File: src/rtl/busca_instrucao_pkg.sv
// Shared definitions for the instruction fetch unit.
//   estado_t      : fetch FSM state encoding
//   LARGURA_DADO  : instruction/data word width
//   LARGURA_END   : memory address width (8-word memory)
//   LARGURA_PC    : program counter width
package busca_instrucao_pkg;

  localparam int unsigned LARGURA_DADO = 16;
  localparam int unsigned LARGURA_END  = 3;
  localparam int unsigned LARGURA_PC   = 16;

  typedef enum logic [1:0] {
    OCIOSO   = 2'd0,
    ENDERECA = 2'd1,
    LE       = 2'd2,
    ENTREGA  = 2'd3
  } estado_t;

endpackage

File: src/rtl/busca_instrucao_contador_programa.sv
// Program counter register.
//   relogio_in    : clock, rising edge
//   reinicia_n_in : asynchronous active-low reset (PC -> 0)
//   carrega_in    : load PC from alvo_in (wins over incrementa_in)
//   incrementa_in : PC <= PC + 1, wrapping at the top of the range
//   alvo_in       : load value
//   pc_out        : current program counter
module contador_programa
  import busca_instrucao_pkg::*;
#(
  parameter int unsigned LARGURA = LARGURA_PC
) (
  input  logic               relogio_in,
  input  logic               reinicia_n_in,
  input  logic               carrega_in,
  input  logic               incrementa_in,
  input  logic [LARGURA-1:0] alvo_in,
  output logic [LARGURA-1:0] pc_out
);

  always_ff @(posedge relogio_in or negedge reinicia_n_in) begin
    if (!reinicia_n_in) begin
      pc_out <= '0;
    end else if (carrega_in) begin
      pc_out <= alvo_in;
    end else if (incrementa_in) begin
      pc_out <= pc_out + 1'b1;
    end
  end

endmodule

File: src/rtl/busca_instrucao.sv
// Instruction fetch unit: reads one word per PC from a combinational-read
// memory and hands it to a consumer with a valid/ready handshake.
//   relogio_in    : clock, rising edge
//   reinicia_n_in : asynchronous active-low reset
//   inicia_in     : level request to keep fetching
//   salto_in      : load PC from alvo_in, discard any pending word
//   alvo_in       : jump target PC
//   endereco_out  : registered memory read address
//   ram_dado_in   : memory read data for endereco_out
//   instrucao_out : registered fetched word
//   valida_out    : instrucao_out valid for the consumer
//   aceita_in     : consumer ready
//   pc_out        : current program counter
//   ativo_out     : high whenever the FSM is not idle
module busca_instrucao
  import busca_instrucao_pkg::*;
#(
  parameter int unsigned LARGURA_DADO = busca_instrucao_pkg::LARGURA_DADO,
  parameter int unsigned LARGURA_END  = busca_instrucao_pkg::LARGURA_END
) (
  input  logic                    relogio_in,
  input  logic                    reinicia_n_in,
  input  logic                    inicia_in,
  input  logic                    salto_in,
  input  logic [LARGURA_PC-1:0]   alvo_in,
  output logic [LARGURA_END-1:0]  endereco_out,
  input  logic [LARGURA_DADO-1:0] ram_dado_in,
  output logic [LARGURA_DADO-1:0] instrucao_out,
  output logic                    valida_out,
  input  logic                    aceita_in,
  output logic [LARGURA_PC-1:0]   pc_out,
  output logic                    ativo_out
);

  estado_t estado;
  logic    incrementa;

  // A jump on the same edge as a transfer suppresses the increment.
  assign incrementa = (estado == ENTREGA) && aceita_in && !salto_in;
  assign ativo_out  = (estado != OCIOSO);

  contador_programa #(
    .LARGURA (LARGURA_PC)
  ) u_contador_programa (
    .relogio_in    (relogio_in),
    .reinicia_n_in (reinicia_n_in),
    .carrega_in    (salto_in),
    .incrementa_in (incrementa),
    .alvo_in       (alvo_in),
    .pc_out        (pc_out)
  );

  always_ff @(posedge relogio_in or negedge reinicia_n_in) begin
    if (!reinicia_n_in) begin
      estado        <= OCIOSO;
      endereco_out  <= '0;
      instrucao_out <= '0;
      valida_out    <= 1'b0;
    end else if (salto_in) begin
      // Jump discards the pending word; when idle only the PC moves.
      valida_out <= 1'b0;
      if (estado != OCIOSO) begin
        estado <= ENDERECA;
      end
    end else begin
      case (estado)
        OCIOSO: begin
          if (inicia_in) begin
            estado <= ENDERECA;
          end
        end
        ENDERECA: begin
          endereco_out <= pc_out[LARGURA_END-1:0];
          estado       <= inicia_in ? LE : OCIOSO;
        end
        LE: begin
          instrucao_out <= ram_dado_in;
          valida_out    <= 1'b1;
          estado        <= ENTREGA;
        end
        ENTREGA: begin
          if (aceita_in) begin
            valida_out <= 1'b0;
            estado     <= ENDERECA;
          end
        end
        default: estado <= OCIOSO;
      endcase
    end
  end

endmodule

File: config.mk
export PLATFORM = sky130hd
export DESIGN_NAME = busca_instrucao
export DESIGN_NICKNAME = d
export VERILOG_FILES = /design/src/rtl/busca_instrucao_pkg.sv /design/src/rtl/busca_instrucao_contador_programa.sv /design/src/rtl/busca_instrucao.sv
export SDC_FILE = /design/constraint.sdc
export NUM_CORES = 1
export LEC_CHECK = 0
export CORE_MARGIN = 5
export CORE_UTILIZATION = 35
export DETAILED_ROUTE_END_ITERATION = 10
export PLACE_DENSITY = 0.63
export SLEW_MARGIN = 5
export SYNTH_ARGS = -nofsm -noshare
export SYNTH_HDL_FRONTEND = slang
export SYNTH_SLANG_ARGS = --single-unit
File: constraint.sdc
create_clock -name relogio_in -period 5 [get_ports relogio_in]
set_clock_uncertainty 0.05 [all_clocks]
set_input_delay 1 -clock relogio_in [delete_from_list [all_inputs] [get_ports relogio_in]]
set_output_delay 1 -clock relogio_in [all_outputs]
set_load 0.01 [all_outputs]
# Word-level counts from Yosys, hierarchy flattened
# Index checks and enable logic that the tools add are counted.
# totals
word_cells,35
ff_bits,38
output_inout_bits,37
input_bits,37
# classes
eq_ne,6
add_sub_neg,1
n_mux,11
bitwise_logic,1
reduce_logical,11
# ops
op,count
16-bit two-way mux,2
16-bit by 1-bit adder with 16-bit output (second input constant),1
2-bit two-way mux,5
2-bit one-hot mux with 4 select lines,1
3-bit != test (second input constant),2
2-bit AND reduction,3
2-bit equality test (second input constant),2
2-bit nonzero test,2
3-bit AND reduction,1
3-bit nonzero test,1
2-bit by 1-bit equality test with 1-bit output (second input constant),1
1-bit logical AND,2
2-bit logical NOT,1
1-bit two-way mux,2
2-bit by 1-bit != test with 1-bit output (second input constant),1
1-bit one-hot mux with 2 select lines,1
1-bit logical NOT,1
1-bit NOT,1

# Logic depth before layout (Yosys ltp)
# Gate-level depths: netlist of the first run.
# logic_depth
depth_word,5
depth_mapped,6
ltp_nobuf,5

# Hierarchy
# A second synthesis of the first run with hierarchy kept.
# hier_totals
cells_unflattened,164
area_unflattened_um2,1945.6
# by_module_without_submodules
module,area_each_um2,seq_area_each_um2,n_inst,cells_each
busca_instrucao,1002.2,550.5,1,65
contador_programa,943.4,400.4,1,99

# Worst setup path after synthesis of the first run
# OpenSTA, ideal clock, no wires.
# synth_path
kind,input port to flip-flop
from,input salto_in
to,register instrucao_out[0]
cell_stages,4
arrival_time_ns,1.926
path_buffers,2
setup_ns,0.125
path_slack_ns,2.899
required_ns,4.825
cell_sequence,nor2b_1 -> clkbuf_1 -> buf_2 -> mux2_2
# synth_via
elab_chain_cells,2
# synth_rtl
item,line,source
"start, declared",busca_instrucao.sv:24,"input logic salto_in,"
1-bit NOT (no source line),--,
2-bit AND reduction (no source line),--,
"end signal, assigned",busca_instrucao.sv:77,instrucao_out <= ram_dado_in;
"end, declared",busca_instrucao.sv:28,"output logic [LARGURA_DADO-1:0] instrucao_out,"
# Every way passes these cells.
# A chain may end at the register's enable or synchronous reset.

# Worst setup path after layout of the first run
# layout_path
from,input salto_in
to,register endereco_out[1]
# layout_via
elab_chain_cells,2
# layout_rtl
item,line,source
1-bit NOT (no source line),--,
2-bit AND reduction (no source line),--,
"end signal, assigned",busca_instrucao.sv:73,endereco_out <= pc_out[LARGURA_END-1:0];
"end, declared",busca_instrucao.sv:26,"output logic [LARGURA_END-1:0] endereco_out,"
# Every way passes these cells.

==> qor.yml, run 1 <==
timing:
  fmax_ghz: 0.3246
  period_minus_slack_ns: 3.080
  setup_tns_ns: 0
  finalSetupViolCount: 0
  finalCritPeriodShare_pct: 61.61
  setup_ws_ns: 1.920
  rsz0062_at_grt: "false"
  hold_viol: 0
  whs_ns: 0.4545
  maxSlewHeadroom_pct: 39.31
  worstMarginPinSlew_ns: 0.9075
  slew_violations: 0
critical_path:
  r2r_start: "u_contador_programa.pc_out[0]"
  cp.buffers_inverters: 2
  crit_path_max_incr_delay_ns: 1.07
  critical_path.top_delay_family: "buffers and inverters"
  cp-start-kind: "input pin"
  slowest_stage: "clkdlybuf4s50_1"
  crit_path_start: "salto_in"
  critPathKind: "input pin to flip-flop"
  crit_cells: 4
  cp.arrival_ns: 3.21
  end_kind: "flip-flop"
  r2r_end: "u_contador_programa.pc_out[14]"
  worstPathCellList: "clkdlybuf4s50_1 > clkinv_1 > nand2_1 > mux2_2"
  path_max_fanout: 30
  critPathRequiredTime_ns: 5.13
  reg2reg_depth: 5
  worst-r2r-setup-slack_ns: 3.01
global_route:
  grt_pass1_vias: 1517
  grt.overflow.total: 0
  grt_usage_pct: 14.07
  antenna_found_initial: 0
  grt_max_degree: 39
  grt_pass1_wl_um: 7217
clocking:
  htreeDepth: 2
  cts-buffers-inserted: 5
  path_clk_slew_ns: 0.07
  cts_setup_buffers: 0
  cts_tree: "built"
  cts.sinks: 38
  clk-insertion-delay-late_ns: 0.29
  cts-root-buf: "clkbuf_8"
  ctsHoldBuffers: 0
  cts_buffer_depth: 2
  ctsResizeCount: 0
placement:
  dp_hpwl_um: 3162
  gp_congestion: 0.6994
  place_ws_ns: 1.595
  placement.io_buffers: 73
job:
  cap_violations: 0
drt:
  drtIter0Drc: 82
  wl_per_cell_um: 14.04
  wl_um: 4323
  drtPass1Iterations: 4
  drc: 0
  viasPerCell: 4.834
  ant_nets: 0
  vias: 1489
yosys:
  avgSynthCellArea_um2: 11.08
  synth_warnings: 0
  synth_edf_count: 0
  synth_top_cell_by_area: "dfrtp_1"
  ys_seq_area_share_pct: 52.67
  synth_mux_area_share_pct: 12.40
  synth_cell_types: 33
  syn-instance-count: 163
  synthArstFlopShare_pct: 100.0
  synth_xor_xnor_area_share_pct: 4.851
  synth_fa_ha_area_share_pct: 3.465
  synth_simple_gate_area_share_pct: 15.87
  synth.top_cell.area_share_pct: 52.67
  syn-num-nets: 205
  synth_top_family_by_area: "simple AND/OR/NAND/NOR gates"
  synth_area_leaders: "dfrtp_1, mux2_2, o21ai_0, xor2_1, nand2_1"
  synth_top_flop_cell: "dfrtp_1"
  synthesis.area_um2: 1805
  ys_seq_elements: 38
  synth_compound_area_share_pct: 7.970
min_path:
  min_from: "instrucao_out[4]"
  hold_depth: 1
  hold_path_class: "flip-flop to flip-flop"
  hold-path-endpoint: "instrucao_out[4]"
cells_and_area:
  layout_commonest_cell: "clkdlybuf4s50_1"
  drive_gt1_share_pct: 13.03
  utilization_pct: 52.84
  area_growth_pct: 48.51
  diodes: 0
  nNetsFinal: 280
  layout_common_cells: "clkdlybuf4s50_1, dfrtp_1, mux2_2, nand2_1, o21ai_0"
status:
  status: "completed"
floorplanning:
  ios: 74
  core_area_um2: 5075
  core.rowCount: 26
  fp.dieW_um: 81.82
  initial_core_util_pct: 35.58
  die_h_um: 81.82
  die-area_um2: 6695
power:
  p_total_uw: 1133
  ir_worst_vdd_mv: 0.2253
  pwr_density_cell_nw_per_um2: 422.5
  leakage_uw: 0.001103
[metal layers]
| metal | part of all wire [%] | GRT usage, % | wire length, um |
|---|---|---|---|
| met5 | 0 | 0 | 0 |
| met4 | 1.2 | 5.150 | 50 |
| met2 | 45 | 22.05 | 1962 |
| met3 | 7.7 | 4.496 | 334 |
| met1 | 46 | 18.14 | 1975 |
[sequential cells by signal, indices dropped and copies added (netlist names)]
signal / cells
valida_out: 1
u_contador_programa.pc_out: 16
estado: 2
instrucao_out: 16
endereco_out: 3
[report_power, final]
part           total, uW  switching [uW]  internal [uW]
Sequential           472            65.1            407
Combinational        458             171            288
Clock                202             108           93.6
[final cells by class]
class                           count  area, um2
Clock buffer                        5      68.82
Tap cell                           70      87.58
Sequential cell                    38      950.9
Multi-Input combinational cell    112      804.5
Inverter                            7      26.28
Timing Repair Buffer               74      733.2
Fill cell                         501       2394
Clock inverter                      2      10.01
[synth_stat cells, drive strengths merged, types with 2 or more instances]
cell type and instances:
nand3 6, and4 3, xnor2 2, or3 3, dfrtp 38, ha 5
xor2 8, nand2 17, inv 6, nor2 6, mux2 19, nand4 8
clkbuf 5, nor3b 2, o21ai 16, a31oi 4
[through the flow]
step	cells	instance area (um2)
6_report	308	2681
5_1_grt	308	2681
4_1_cts	308	2681
3_5_place_dp	301	2603
3_3_place_gp	301	2603
2_1_floorplan	163	1805
[kinds of logic (layout without fill, tap and decap cells)]
group / after synthesis / count (layout)
fa+ha+maj: 5 / 5
buf+inv: 13 / 88
simple gates: 52 / 52
flops: 38 / 38
mux: 20 / 20
compound gates: 25 / 25
xor+xnor: 10 / 10
[worst max path at each step]
stage          slack [ns]               end
2_1_floorplan        2.90  instrucao_out[0]
3_3_place_gp         1.61   endereco_out[2]
3_5_place_dp         1.59   endereco_out[2]
4_1_cts              1.89   endereco_out[1]
5_1_grt              1.66   endereco_out[1]
6_report             1.92   endereco_out[1]
Note: power is estimated with default switching activity, not from simulation.
==> run 2, diff against run 1 <==
Clock period 5 ns to 3.1 ns, I/O delays scaled along.
==> run 2 against run 1 <==
- flip-flop and latch count is the same
- utilization grew 0.22 points
- cell area grew 0.42%
- worst hold slack lost 0.071 ns
- first-iteration DRC count shrank 29%
- sequential share of layout area shrank 0.15 points
- highest routed layer unchanged
==> qor.yml, run 2 (synthesis results as in run 1) <==
drt:
  drc: 0  # unchanged
  drtIter0Drc: 58  # was 82
  drtPass1Iterations: 4  # unchanged
  wl_um: 4305  # was 4323 um
  viasPerCell: 4.831  # was 4.834
  wl_per_cell_um: 13.98  # was 14.04 um
  vias: 1488  # was 1489
  ant_nets: 0  # unchanged
timing:
  maxSlewHeadroom_pct: 44.70  # was 39.31%
  finalSetupViolCount: 0  # unchanged
  setup_tns_ns: 0  # unchanged
  worstMarginPinSlew_ns: 0.8295  # was 0.9075 ns
  hold_viol: 0  # unchanged
  rsz0062_at_grt: "false"  # unchanged
  period_minus_slack_ns: 2.246
  fmax_ghz: 0.4452
  finalCritPeriodShare_pct: 72.45
  setup_ws_ns: 0.8541  # was 1.920 ns
  slew_violations: 0  # unchanged
critical_path:
  path_max_fanout: 4  # was 30
  slowest_stage: "clkdlybuf4s50_1"  # unchanged
  critPathKind: "flip-flop to output pin"  # was input pin to flip-flop
  critPathRequiredTime_ns: 2.43  # was 5.13 ns
  end_kind: "output pin"  # was flip-flop
  cpMostUsedCell: "inv_1"
  cp-start-kind: "flip-flop"  # was input pin
  worstPathCellList: "inv_1 > ha_1 > inv_1 > clkdlybuf4s50_1"  # was clkdlybuf4s50_1 > clkinv_1 > nand2_1 > mux2_2
  cp.buffers_inverters: 3  # was 2
  r2r_end: "u_contador_programa.pc_out[14]"  # unchanged
  crit_path_max_incr_delay_ns: 0.53  # was 1.07 ns
  worst-r2r-setup-slack_ns: 1.09  # was 3.01 ns
  critical_path.top_delay_family: "buffers and inverters"  # unchanged
  cp.arrival_ns: 1.58  # was 3.21 ns
  reg2reg_depth: 5  # unchanged
  r2r_start: "u_contador_programa.pc_out[0]"  # unchanged
clocking:
  cts_setup_buffers: 0  # unchanged
  ctsResizeCount: 0  # unchanged
  cts_tree: "built"  # unchanged
  cts-root-buf: "clkbuf_8"  # unchanged
  cts-buffers-inserted: 5  # unchanged
  ctsHoldBuffers: 0  # unchanged
  cts_buffer_depth: 2  # unchanged
  clk-insertion-delay-late_ns: 0.28  # was 0.29 ns
  htreeDepth: 2  # unchanged
  path_clk_slew_ns: 0.07  # about the same
  cts.sinks: 38  # unchanged
power:
  p_int_uw: 1294  # was 788.8 uW
  leakage_uw: 0.001107  # was 0.001103 uW
  p_total_uw: 1836  # was 1133 uW
  power.switching_uw: 541.8  # was 344.0 uW
  ir_worst_vdd_mv: 0.3992  # was 0.2253 mV
  clkPwrFrac_pct: 18.1  # was 17.8%
  power_frac_comb_pct: 40.5  # about the same
  pwr_density_cell_nw_per_um2: 681.7  # was 422.5 nW/um2
  netSwitchingFraction_pct: 29.51  # was 30.37%
  pwr-share-seq_pct: 41.4  # was 41.7%
status:
  status: "completed"  # unchanged
placement:
  dp_hpwl_um: 3233  # was 3162 um
  placement.io_buffers: 73  # unchanged
  place_area_um2: 2610  # was 2603 um2
  gp_congestion: 0.7616  # was 0.6994
  place_ws_ns: 0.6813  # was 1.595 ns
floorplanning:
  die-area_um2: 6695  # unchanged
  ios: 74  # unchanged
  die_h_um: 81.82  # unchanged
  initial_core_util_pct: 35.58  # unchanged
  core.rowCount: 26  # unchanged
  fp.dieW_um: 81.82  # unchanged
  core_area_um2: 5075  # unchanged
job:
  cap_violations: 0  # unchanged
global_route:
  grt_pass1_vias: 1517  # unchanged
  antenna_found_initial: 0  # unchanged
  grt_pass1_wl_um: 7258  # was 7217 um
  grt_usage_pct: 14.10  # was 14.07%
  grt.overflow.total: 0  # unchanged
  grt_max_degree: 39  # unchanged
cells_and_area:
  area_growth_pct: 49.13  # was 48.51%
  layout_commonest_cell: "clkdlybuf4s50_1"  # unchanged
  nNetsFinal: 281  # was 280
  layout_common_cells: "clkdlybuf4s50_1, dfrtp_1, mux2_2, nand2_1, o21ai_0"  # unchanged
  design_area_um2: 2693  # was 2681 um2
  diodes: 0  # unchanged
  reg_top3: "instrucao_out x16, u_contador_programa.pc_out x16, endereco_out x3"  # unchanged
  utilization_pct: 53.06  # was 52.84%
  drive_gt1_share_pct: 13.03  # unchanged
min_path:
  hold_path_class: "input pin to asynchronous set/reset pin"  # was flip-flop to flip-flop
==> run 2: stage by stage <==
step           instances  hold slack (ns)
2_1_floorplan        163           0.2744
3_3_place_gp         302           0.4370
3_5_place_dp         302           0.4439
4_1_cts              308           0.4236
5_1_grt              308           0.4574
6_report             308           0.3831
==> run 2: how the worst max path moves through the flow <==
stage	from	endpoint	slack (ns)	cells past startpoint
after floorplan	estado[0]	instrucao_out[0]	1.35	6
after global routing	estado[1]	ativo_out	0.75	4
after global placement	aceita_in	u_contador_programa.pc_out[12]	0.75	5
final	estado[1]	ativo_out	0.85	4
after detailed placement	aceita_in	u_contador_programa.pc_out[14]	0.68	5
after CTS	estado[1]	ativo_out	0.83	4
==> run 2: final cells by class <==
cell class | count | area [um2]
fill | 494 | 2382
inverter | 7 | 26.28
sequential | 38 | 950.9
multi-input combinational | 112 | 804.5
tap | 70 | 87.58
timing repair buffer | 75 | 740.7
clock buffer | 6 | 82.58
==> run 2: worst reg2reg max path, delay by kind of cell, from the launching register on <==
family	cells	cell delay, ns
DFF	1	0.55
adders and majority gates	1	0.24
AOI/OAI and AO/OA	1	0.27
and+or+nand+nor	3	0.79
==> run 2: per-layer routing <==
metal / vias to the layer above / global-route usage, % / wire (um)
met5: - / 0 / 0
met4: 0 / 4.485 / 46
met3: 7 / 3.838 / 281
met2: 40 / 23.67 / 2072
met1: 714 / 17.53 / 1904
li1: 727 / - / -
==> run 2: power by group through the flow <==
stage / clock network, uW / logic (uW) / registers [uW]
floorplan: 0 / 259 / 829
global placement: 0 / 748 / 765
detailed placement: 0 / 756 / 771
CTS: 345 / 759 / 763
global route: 368 / 807 / 787
finish: 333 / 743 / 760
